--- src/rtl/psr_writeback.sv ---
// psr_writeback: writeback stage behind the CR16 ALU.
//   - One-entry writeback register with a valid/ready handshake toward the register file.
//   - The Processor Status Register {N,Z,F,L,C} is merged from the ALU status under a
//     per-opcode flag mask. An explicit LPR write (I_PSR_WE) overrides every bit.
//   - The Bcond/Scond condition code is evaluated against the PSR.
// Optional feature macro: PSR_BYPASS_EN
//   - Defined: conditions see the next-state PSR, so a CMP and the branch that depends on
//     it resolve in the same cycle. This adds a combinational path I_STATUS -> O_COND_TRUE.
//   - Undefined (default): conditions see the registered PSR only.
module psr_writeback #(
    parameter int P_WIDTH    = 16,
    parameter int P_REG_BITS = 4
) (
    input  logic                  I_CLK,
    input  logic                  I_RESET,
    input  logic                  I_VALID,
    output logic                  O_READY,
    input  logic [3:0]            I_OPCODE,
    input  logic                  I_CMP,
    input  logic [P_WIDTH-1:0]    I_RESULT,
    input  logic [4:0]            I_STATUS,
    input  logic [P_REG_BITS-1:0] I_DEST,
    output logic                  O_WB_VALID,
    input  logic                  I_WB_READY,
    output logic [P_REG_BITS-1:0] O_WB_REG,
    output logic [P_WIDTH-1:0]    O_WB_DATA,
    input  logic                  I_PSR_WE,
    input  logic [4:0]            I_PSR_WDATA,
    output logic [4:0]            O_PSR,
    input  logic [3:0]            I_COND,
    output logic                  O_COND_TRUE
);

    // PSR bit positions {N,Z,F,L,C} = [4:0]
    localparam int PSR_N = 4;
    localparam int PSR_Z = 3;
    localparam int PSR_F = 2;
    localparam int PSR_L = 1;
    localparam int PSR_C = 0;

    // Arithmetic results touch carry/overflow; compares touch the ordering flags.
    localparam logic [4:0] MASK_ARITH = 5'b00101;   // C, F
    localparam logic [4:0] MASK_CMP   = 5'b11010;   // N, Z, L
    localparam logic [4:0] MASK_NONE  = 5'b00000;

    logic                  r_wb_valid;
    logic [P_REG_BITS-1:0] r_wb_reg;
    logic [P_WIDTH-1:0]    r_wb_data;
    logic [4:0]            r_psr;

    logic                  w_ready;
    logic                  w_xfer;
    logic                  w_new_entry;
    logic [4:0]            w_flag_mask;
    logic [4:0]            w_psr_merged;
    logic [4:0]            w_psr_next;
    logic [4:0]            w_psr_cond;

    // Evaluate a 4-bit condition code against a PSR value.
    function automatic logic f_cond(input logic [3:0] cond, input logic [4:0] psr);
        logic v;
        v = 1'b0;
        case (cond)
            4'd0:  v = psr[PSR_Z];
            4'd1:  v = ~psr[PSR_Z];
            4'd2:  v = psr[PSR_C];
            4'd3:  v = ~psr[PSR_C];
            4'd4:  v = psr[PSR_L];
            4'd5:  v = ~psr[PSR_L];
            4'd6:  v = psr[PSR_N];
            4'd7:  v = ~psr[PSR_N];
            4'd8:  v = psr[PSR_F];
            4'd9:  v = ~psr[PSR_F];
            4'd10: v = ~psr[PSR_L] & ~psr[PSR_Z];
            4'd11: v = psr[PSR_L] | psr[PSR_Z];
            4'd12: v = ~psr[PSR_N] & ~psr[PSR_Z];
            4'd13: v = psr[PSR_N] | psr[PSR_Z];
            4'd14: v = 1'b1;
            default: v = 1'b0;
        endcase
        return v;
    endfunction

    // The slot is free when empty or when its entry drains this cycle.
    assign w_ready     = ~r_wb_valid | I_WB_READY;
    assign w_xfer      = I_VALID & w_ready;
    assign w_new_entry = w_xfer & ~I_CMP;

    // Select which PSR bits the incoming result is allowed to change.
    always_comb begin
        w_flag_mask = MASK_NONE;
        case (I_OPCODE)
            4'd0, 4'd1, 4'd2, 4'd3: w_flag_mask = MASK_ARITH;
            4'd5:                   w_flag_mask = I_CMP ? MASK_CMP : MASK_ARITH;
            default:                w_flag_mask = MASK_NONE;
        endcase
    end

    // Next-state PSR: explicit LPR write has priority over any flag update.
    always_comb begin
        w_psr_merged = (r_psr & ~w_flag_mask) | (I_STATUS & w_flag_mask);
        w_psr_next   = r_psr;
        if (I_PSR_WE) begin
            w_psr_next = I_PSR_WDATA;
        end else if (w_xfer) begin
            w_psr_next = w_psr_merged;
        end
    end

    // Writeback entry register: load on a non-compare transfer, clear valid on drain.
    always_ff @(posedge I_CLK or posedge I_RESET) begin
        if (I_RESET) begin
            r_wb_valid <= 1'b0;
            r_wb_reg   <= '0;
            r_wb_data  <= '0;
        end else begin
            if (w_new_entry) begin
                r_wb_valid <= 1'b1;
                r_wb_reg   <= I_DEST;
                r_wb_data  <= I_RESULT;
            end else if (I_WB_READY) begin
                r_wb_valid <= 1'b0;
            end
        end
    end

    // Architectural PSR register.
    always_ff @(posedge I_CLK or posedge I_RESET) begin
        if (I_RESET) begin
            r_psr <= '0;
        end else begin
            r_psr <= w_psr_next;
        end
    end

`ifdef PSR_BYPASS_EN
    assign w_psr_cond = w_psr_next;
`else
    assign w_psr_cond = r_psr;
`endif

    assign O_READY     = w_ready;
    assign O_WB_VALID  = r_wb_valid;
    assign O_WB_REG    = r_wb_reg;
    assign O_WB_DATA   = r_wb_data;
    assign O_PSR       = r_psr;
    assign O_COND_TRUE = f_cond(I_COND, w_psr_cond);

endmodule

--- config.mk ---
export PLATFORM = sky130hd
export DESIGN_NAME = psr_writeback
export DESIGN_NICKNAME = d
export VERILOG_FILES = /design/src/rtl/psr_writeback.sv
export SDC_FILE = /design/constraint.sdc
export NUM_CORES = 1
export LEC_CHECK = 0
export ABC_AREA = 0
export BUFFER_PORTS_ARGS = -buffer_cell sky130_fd_sc_hd__clkbuf_2
export CAP_MARGIN = 15
export CORE_MARGIN = 2
export CORE_UTILIZATION = 44
export CTS_BUF_LIST = sky130_fd_sc_hd__clkbuf_4
export DETAILED_ROUTE_END_ITERATION = 7
export PLACE_DENSITY = 0.93
export RECOVER_POWER = 25
export SLEW_MARGIN = 20
export SYNTH_ARGS = -nofsm -noshare
export SYNTH_HDL_FRONTEND = slang
export SYNTH_SLANG_ARGS = --single-unit
--- constraint.sdc ---
create_clock -name I_CLK -period 1.94 [get_ports I_CLK]
set_input_delay 0.291 -clock I_CLK [delete_from_list [all_inputs] [get_ports I_CLK]]
set_output_delay 0.291 -clock I_CLK [all_outputs]
set_load 0.005 [all_outputs]
Word level (Yosys, flattened, before mapping). Index checks and enable logic that the tools add are counted.

Multiplexer cells: 7. Bitwise logic cells: 18. Reductions and logical operators: 5. Eq/ne operators: 18.

Operators with widths (number): $eq A4 B4 Y1 const B (7); $eq A4 B3 Y1 const B (5); $eq A4 B2 Y1 const B (4); $mux W5 (3); $pmux W1 S15 (1); $and A5 B5 Y5 (2); $pmux W5 S2 (1); $eq A4 B1 Y1 const B (2); $logic_not A4 Y1 (2); $not A1 Y1 (7); $not A5 Y5 (1); $or A5 B5 Y5 (1); $and A1 B1 Y1 (4); $reduce_bool A2 Y1 (2); $reduce_or A4 Y1 (1); $or A1 B1 Y1 (3); $mux W1 (2).

Register bits: 26. Input bits: 44. Output and inout bits: 28. Word-level logic and storage cells: 52.

Longest topological paths before layout.
Depth in word-level cells: 8. Mapped depth: 6. Gate-level depth less buffers: 5.

Worst setup path before layout. OpenSTA, ideal clock, no wires.

Kind: input port to flip-flop. Start: input port I_CMP. End: register (tool-made name). Data arrival time: 1.506 ns. Library setup time: 0.125 ns. Setup slack: 0.309 ns. Stages on the path: 4. Required time: 1.815 ns. Buffers on the path: 0. Cell sequence: or3b_1 a211oi_2 mux2_1 mux2_2.

RTL lines: start, declared (line 19) `input logic I_CMP,`.

==> results by group <==
Min path
  – Hold WC Path Type: input pin to flop
  – Hold Path Origin: I_PSR_WDATA[1]

STA
  – Clk_skew: 0.00568 ns
  – RSZ-0062 raised after global routing: yes
  – Slew headroom: about three fifths
  – Tmin final: about 1.8 ns
  – Final worst slack: 0.133 ns
  – Pins Over Slew Limit: 0
  – Period Utilization, post-route: 93.2%
  – Achievable frequency: ~550 MHz
  – Endpoints failing hold: 0
  – Slew @ Worst Pin: 0.625 ns
  – Setup violations, final: 0

Power and ir drop
  – Lkg Pwr: approximately 0.83 nW
  – Power per cell area: about 740 mW/mm^2
  – Tot Pwr: 1.24 mW
  – Peak supply drop: roughly 0.48 mV

Layout
  – Post-layout util: 62.1%
  – Number of fill cells: between 200 and 250
  – Area Growth Syn to Fin: 37.1%
  – Multi-input logic area: around 540 sq um
  – Final net count: approximately 220
  – Most frequent cells in the layout: clkbuf_2, dfrtp_1, mux2_2
  – Final instance count without filler cells: 202
  – FF+latch area: between 600 and 700 sq um
  – Share of post-route cells with drive strength above 1: about three fifths
  – N_diodes: 0
  – Commonest non-fill, non-tap cell in the layout: clkbuf_2

CTS
  – Clk sinks: 26
  – Worst-skew pair later-pin latency: 0.31 ns
  – Clock-pin transition on the worst setup and hold timing paths: 0.13 ns
  – Root buffer cell: clkbuf_4
  – CTS H-tree lvls: 1
  – Deepest clock path buffer count: 2
  – CTS Buf Count: 3
  – CTS tree: built

Logic synthesis
  – FF+latch count, synth: 26
  – Syn Nets: 138
  – Syn Std Cell Area: about 0.0012 sq mm
  – Synth unique cells: 26
  – Post-synth top area share: 53.5%
  – Yosys Warn Count: 0
  – Syn avg cell area: between 10 and 15 sq um
  – Post-Syn Instances: 94
  – Area contributors post-synth: dfrtp_1, mux2_2, mux2i_1
  – Register area share after synthesis: between 50 and 60%
  – Area leader, netlist: dfrtp_1

Floorplan
  – Die Y: about 57 um
  – Die Area: roughly 0.0032 sq mm
  – CORE AREA: 0.00269 sq mm
  – Row cnt: 19
  – Initial Util: 45.3%
  – Die X: roughly 57 um
  – Io pins: between 70 and 80

Run status
  – Status: completed

Drt
  – Detailed-router iteration count before antenna repair: 4
  – Wire per inst: 13.6 um
  – Avg Vias per Cell: 5.21
  – Via count: roughly 1,100
  – Drt total wl: 2.75 mm
  – Antenna Nets Post-Route: 0
  – DRC: 0
  – First-iteration detailed-routing DRC count: 33

Setup path
  – Crit path launch type: flop
  – Critical Path End Type: output pin
  – Critical path required time: approximately 1.7 ns
  – Critical path arrival: roughly 1.5 ns
  – Setup CP Type: flop to output pin
  – Worst-path fanout max: 6
  – RR Startpoint: O_WB_VALID

Global routing
  – Largest net degree at the start of global routing: 27
  – Antenna violations before repair: 0
  – Vias in the first global route: about 1,100
  – Congestion Overflow GR: 0
  – Gr usage total: between 10% and 20%
  – First-pass GRT wire length: between 4 and 5 mm

Job
  – Number of max-cap violations: 0

Placed design
  – DP Worst Slack: ~0.10 ns
  – Port Buffers: slightly above 70
  – Post-DP HPWL: around 2.2 mm
  – RePlAce Congestion: ~0.72
  – Placed instance count: 194
-- cell families after synthesis --
family,after synthesis,share of synthesized area [%]
buf+inv,7,2.37
xor+xnor,3,2.16
compound gates,11,6.48
flops,26,53.5
mux,29,26.3
simple gates,18,9.16
-- what timing repair did --
item | in CTS | in global routing
endpoints found under the setup margin | 0 | 1
setup buffers | 0 | 3
gates resized for setup | 0 | 2
hold buffers | 1 | 0
hold endpoints to repair | 26 | 0
-- layout make-up --
class,instances,area share [%]
well taps,31,2.33
clock inverters,1,0.225
clock buffers,3,1.35
flip-flops and latches,26,39.1
multi-input cells,61,32.3
repair buffers,77,24.0
inverters,3,0.675
-- per-layer routing --
metal	wire, um	part of all wire (%)	vias to the layer above	track usage, %
li1	-	-	490	-
met5	0	0	-	0
met4	27	0.98	0	4.08
met1	995	36	522	20.4
met2	1560	57	37	35.2
met3	168	6.1	4	3.23
-- synth_stat cells (all sizes together) --
master,number
dfrtp,26
mux2,24
mux2i,5
o21ai,5
nand2,4
buf,3
inv,3
nor3,3
xor2,3
and2,2
nand2b,2
nor2,2
nor4bb,2
a211oi,1
a32oi,1
clkbuf,1
nand4b,1
nor2b,1
o211ai,1
o21bai,1
o221ai,1
o2bb2ai,1
or3b,1
-- critical path: stages (launching register included) --
cell	delay, ns
dfrtp_2	0.47
o21bai_1	0.16
xor2_1	0.10
a32oi_1	0.21
o211ai_1	0.13
clkbuf_2	0.13
-- per-stage QoR --
stage               hold WS [ns]  instance area, sq um  TNS [ns]
finish                     0.184                  1670         0
global route               0.172                  1670   -0.0102
CTS                        0.182                  1640         0
detailed placement         0.340                  1610         0
global placement           0.328                  1610         0
floorplan                  0.331                  1220         0
-- power breakdown --
part / switching (mW) / internal (mW) / total (mW)
Clock: 0.150 / 0.0750 / 0.225
Sequential: 0.0545 / 0.631 / 0.686
Combinational: 0.135 / 0.197 / 0.331
-- final timing paths --
check	slack, ns	cells past startpoint	endpoint
worst max-delay path	0.13	5	O_COND_TRUE
worst min-delay path	0.18	3	flop
worst max register to register	0.32	6	O_WB_DATA[7]
worst min register to register	0.52	1	O_WB_DATA[15]
max in group asynchronous	0.85	4	asynchronous set/reset pin
min in group asynchronous	0.64	4	O_WB_REG[0]
Power figures use the tool's default switching activity.
